--- config.mk ---
export PLATFORM = sky130hd
export DESIGN_NAME = registrador_paralelo_serial
export DESIGN_NICKNAME = d
export VERILOG_FILES = /design/src/rtl/registrador_paralelo_serial.sv
export SDC_FILE = /design/constraint.sdc
export NUM_CORES = 1
export LEC_CHECK = 0
export BUFFER_PORTS_ARGS = -buffer_cell sky130_fd_sc_hd__clkbuf_2
export CORE_AREA = 3 3 40 42
export CTS_BUF_LIST = sky130_fd_sc_hd__clkbuf_4 sky130_fd_sc_hd__clkbuf_8
export DETAILED_ROUTE_END_ITERATION = 10
export DIE_AREA = 0 0 43 45
export HOLD_SLACK_MARGIN = 0.05
export PLACE_DENSITY = 0.6
export SLEW_MARGIN = 5
export SYNTH_ARGS = -nofsm -noshare
export SYNTH_HDL_FRONTEND = slang
export SYNTH_SLANG_ARGS = --single-unit
--- constraint.sdc ---
create_clock -name clock -period 1.4 [get_ports clock]
set_input_delay 0.14 -clock clock [delete_from_list [all_inputs] [get_ports clock]]
set_output_delay 0.14 -clock clock [all_outputs]
set_load 0.02 [all_outputs]
--- src/rtl/registrador_paralelo_serial.sv ---
// Parallel-in/serial-out shifter: loads a WIDTH-bit word and sends it one bit per clock.
// Latency: first bit on saida the cycle after the accepting edge; WIDTH cycles per word.
// Backpressure: pronto low while a word is in flight, high again in its last-bit cycle.
module registrador_paralelo_serial #(
    parameter int WIDTH        = 4,
    parameter bit MSB_PRIMEIRO = 1'b1
) (
    input  logic             clock,
    input  logic             reset,
    input  logic [WIDTH-1:0] dado,
    input  logic             carrega,
    output logic             pronto,
    output logic             saida,
    output logic             valido_saida,
    output logic             fim
);

    localparam int CW = (WIDTH > 2) ? $clog2(WIDTH) : 1;
    localparam logic [CW-1:0] ULTIMO = CW'(WIDTH - 1);

    typedef enum logic {
        OCIOSO   = 1'b0,
        ENVIANDO = 1'b1
    } estado_t;

    estado_t          estado, estado_n;
    logic [WIDTH-1:0] sr, sr_n;
    logic [CW-1:0]    cnt, cnt_n;
    logic             valido_n, fim_n;
    logic             ultimo_bit;
    logic             aceita;

    // The last-bit cycle is the only point inside a word where a new load may land.
    assign ultimo_bit = (estado == ENVIANDO) && (cnt == ULTIMO);

    // Ready is combinational so a back-to-back load can be taken in the last-bit cycle;
    // it is held low for as long as reset is asserted.
    assign pronto = reset && ((estado == OCIOSO) || ultimo_bit);
    assign aceita = carrega && pronto;

    // Serial bit is taken straight from the output end of the shift register.
    // Shifting fills with zeros, so the register is empty (saida=0) whenever idle.
    assign saida = MSB_PRIMEIRO ? sr[WIDTH-1] : sr[0];

    // Next-state, next-shift-register and next-output decode.
    always_comb begin
        estado_n = estado;
        sr_n     = sr;
        cnt_n    = cnt;

        case (estado)
            OCIOSO: begin
                if (aceita) begin
                    estado_n = ENVIANDO;
                    sr_n     = dado;
                    cnt_n    = '0;
                end
            end
            ENVIANDO: begin
                if (cnt == ULTIMO) begin
                    if (aceita) begin
                        // Back-to-back: next word starts with no idle cycle.
                        estado_n = ENVIANDO;
                        sr_n     = dado;
                        cnt_n    = '0;
                    end else begin
                        estado_n = OCIOSO;
                        sr_n     = '0;
                        cnt_n    = '0;
                    end
                end else begin
                    if (MSB_PRIMEIRO) begin
                        sr_n = {sr[WIDTH-2:0], 1'b0};
                    end else begin
                        sr_n = {1'b0, sr[WIDTH-1:1]};
                    end
                    cnt_n = cnt + 1'b1;
                end
            end
            default: begin
                estado_n = OCIOSO;
                sr_n     = '0;
                cnt_n    = '0;
            end
        endcase

        valido_n = (estado_n == ENVIANDO);
        fim_n    = (estado_n == ENVIANDO) && (cnt_n == ULTIMO);
    end

    // State, shift register, counter and registered qualifiers; reset aborts any word.
    always_ff @(posedge clock or negedge reset) begin
        if (!reset) begin
            estado       <= OCIOSO;
            sr           <= '0;
            cnt          <= '0;
            valido_saida <= 1'b0;
            fim          <= 1'b0;
        end else begin
            estado       <= estado_n;
            sr           <= sr_n;
            cnt          <= cnt_n;
            valido_saida <= valido_n;
            fim          <= fim_n;
        end
    end

endmodule

==> reports/metrics.yaml <==
detailed_routing:
  via_per_inst: 5.03
  firstDrtPassIters: 4
  ant_nets: 0
  vias: 337
  routed-wl-met2_um: 406
  top_layer_used: "met4"
  wl_met3_um: 44
  route.detailed.drc: 0
  totalWireLength_um: 851
  wire_per_inst_um: 12.7
  wl_met1_um: 384
  drt_iter0_markers: 11
synth:
  ys_warn_count: 0
  syn_inst: 34
  syn_area_per_cell_um2: 11.0
  synth_mux_area_share_pct: 10.7
  synth-xor-area-share_pct: 0
  synth_top_area_cell: "dfrtp_1"
  synth-edff-count: 0
  synth-simple-area-share_pct: 16.8
  synthAdderAreaFrac_pct: 3.36
  ys_top_cells_by_count: "dfrtp_1, nand2_1, mux2i_1, o21ai_0, a32oi_1"
  ys_types: 14
  synth_seq_area_share_pct: 53.7
  synthArstFlopShare_pct: 100
  netlist_top_cells_area: "dfrtp_1, mux2i_1, a32oi_1, nand2_1, o21ai_0"
  synth_top_flop_cell: "dfrtp_1"
  synth_top_family_by_area: "simple AND/OR/NAND/NOR gates"
  syn_nets: 42
  ys_ff_latch: 8
  synthesis.area_um2: 373
  synth_top_area_share_pct: 53.7
  synth_compound_area_share_pct: 15.4
  synth_most_common_cell: "dfrtp_1"
sta:
  fmax_mhz: 739
  fin_worst_skew_ns: 0.00586
  finalHoldViolCount: 0
  setup_viol: 0
  relSlewSlack_pct: 75.6
  fin_crit_sh_pct: 96.6
  finalMaxSlewViolations: 0
  final.min_clock_period_ns: 1.35
  rsz0062_at_grt: "yes"
  tightestPinTransition_ns: 0.365
  fin_setup_tns_ns: 0
  postLayoutSetupSlackWorst_ns: 0.0474
clock_tree:
  cts_tree: "built"
  numClockSinks: 8
  clk_pin_slew_ns: 0.05
  cts_root_buf: "clkbuf_4"
  cts.path.max_buffers: 2
  ctsHtreeMaxLevel: 1
  clk_latency_ns: 0.25
  cts_buffers: 3
floorplanning:
  rows: 13
  design.die.area_um2: 1940
  ios: 11
  initial_core_util_pct: 29.0
  die_w_um: 43
  die_h_um: 45
  core_area_um2: 1280
global_routing:
  antenna_found_initial: 0
  grt_use_total_pct: 10.5
  grt_pass1_wl_um: 1390
  grt-ovfl-total: 0
  grt_max_degree: 10
  grt_pass1_vias: 335
setup_path:
  endpoint_kind: "output port"
  arrival_ns: 1.21
  required_ns: 1.26
  r2r-start: "cnt[0]"
  crit_fanout: 2
  worstRegToRegCells: 5
  crit_path_start: "cnt[0]"
  r2r_slack_ns: 0.14
  regToRegEndpoint: "sr[2]"
  startpoint_type: "flip-flop"
  crit_type: "reg2out"
place:
  dp_hpwl_um: 590
  portBuffers: 10
  dp_slack_ns: 0.147
  gp_congestion: 0.671
finish:
  post-route-util_pct: 41.1
  syn2layout_area_growth_pct: 41.6
  fin_nets: 62
  drive_above_1_share_pct: 44.2
  num_antenna_cells: 0
pwr:
  pwr_density_cell_nw_per_um2: 2100
  irDropWorstVdd_mv: 0.972
  p_leak_nw: 0.266
worst_hold_path:
  hold_path.class: "in2reg"
  hp-start: "dado[1]"
  whs_endpoint: "sr[1]"
  holdPathStages: 3
outcome:
  status: "completed"
run:
  maxCapViolCount: 0
cell families (layout without fill, tap and decap cells):
kind of cell,count (synthesis),count (layout)
adders and majority gates,1,1
and+or+nand+nor,12,12
buffers and inverters,0,18
DFF,8,8
muxes,4,4
AOI/OAI and AO/OA,9,9
registers in the layout, summed over array words and instances, names as in the netlist:
name    flops
sr          4
cnt         2
estado      1
fim         1
worst max-delay path: stages, from the launching register on:
cell and delay [ns]:
dfrtp_1 0.38, ha_2 0.19, nand2b_4 0.13, and2_4 0.14, buf_8 0.12
power by group:
part | leakage, nW | switching, mW | internal, mW
combinational | 0.150 | 0.264 | 0.265
clock | 0.0138 | 0.0695 | 0.0975
sequential | 0.102 | 0.0832 | 0.332
area by class of cell:
cell class	instances	area (um^2)
clock buffer	3	22.5
fill	135	757
multi-input combinational	26	186
sequential	8	200
tap	15	18.8
timing repair buffer	15	100
worst max path at each step:
stage,endpoint,slack [ns]
3_3_place_gp,pronto,0.17
5_1_grt,pronto,-0.02
6_report,pronto,0.05
3_5_place_dp,pronto,0.15
2_1_floorplan,pronto,0.21
4_1_cts,pronto,-0.008
metal layers:
metal	GRT usage, %	vias to the layer above
met5	0	-
met4	9.04	0
met3	6.37	2
met2	14.7	11
met1	11.2	159
li1	-	165
layout by cell type, fill, tap and decap left out:
cell           count
buf_4              4
a32oi_1            3
buf_8              1
ha_2               1
clkbuf_4           3
nand2_2            1
a21oi_1            1
nand2b_4           1
o22ai_1            1
mux2i_1            4
nand2_1            6
nor2b_2            1
dfrtp_1            8
o21ai_0            4
clkbuf_2           9
and2_4             2
nor3_1             1
dlygate4sd3_1      1
per-stage QoR:
step	hold WS (ns)	std cells	power, mW	instance area, um^2
2_1_floorplan	-0.156	34	0.662	373
3_3_place_gp	0.0258	60	0.796	449
3_5_place_dp	0.0264	60	0.810	449
4_1_cts	0.145	67	1.11	524
5_1_grt	0.158	67	1.21	528
6_report	0.155	67	1.11	528
timing repair:
action                     in CTS  in global routing
hold endpoints to repair        8                  0
hold buffers                    1                  0
gates resized for setup         5                  2
setup endpoints to repair       1                  2
pin swaps                       1                  2
setup buffers                   3                  0
No activity file was read; power rests on OpenSTA's default activity.
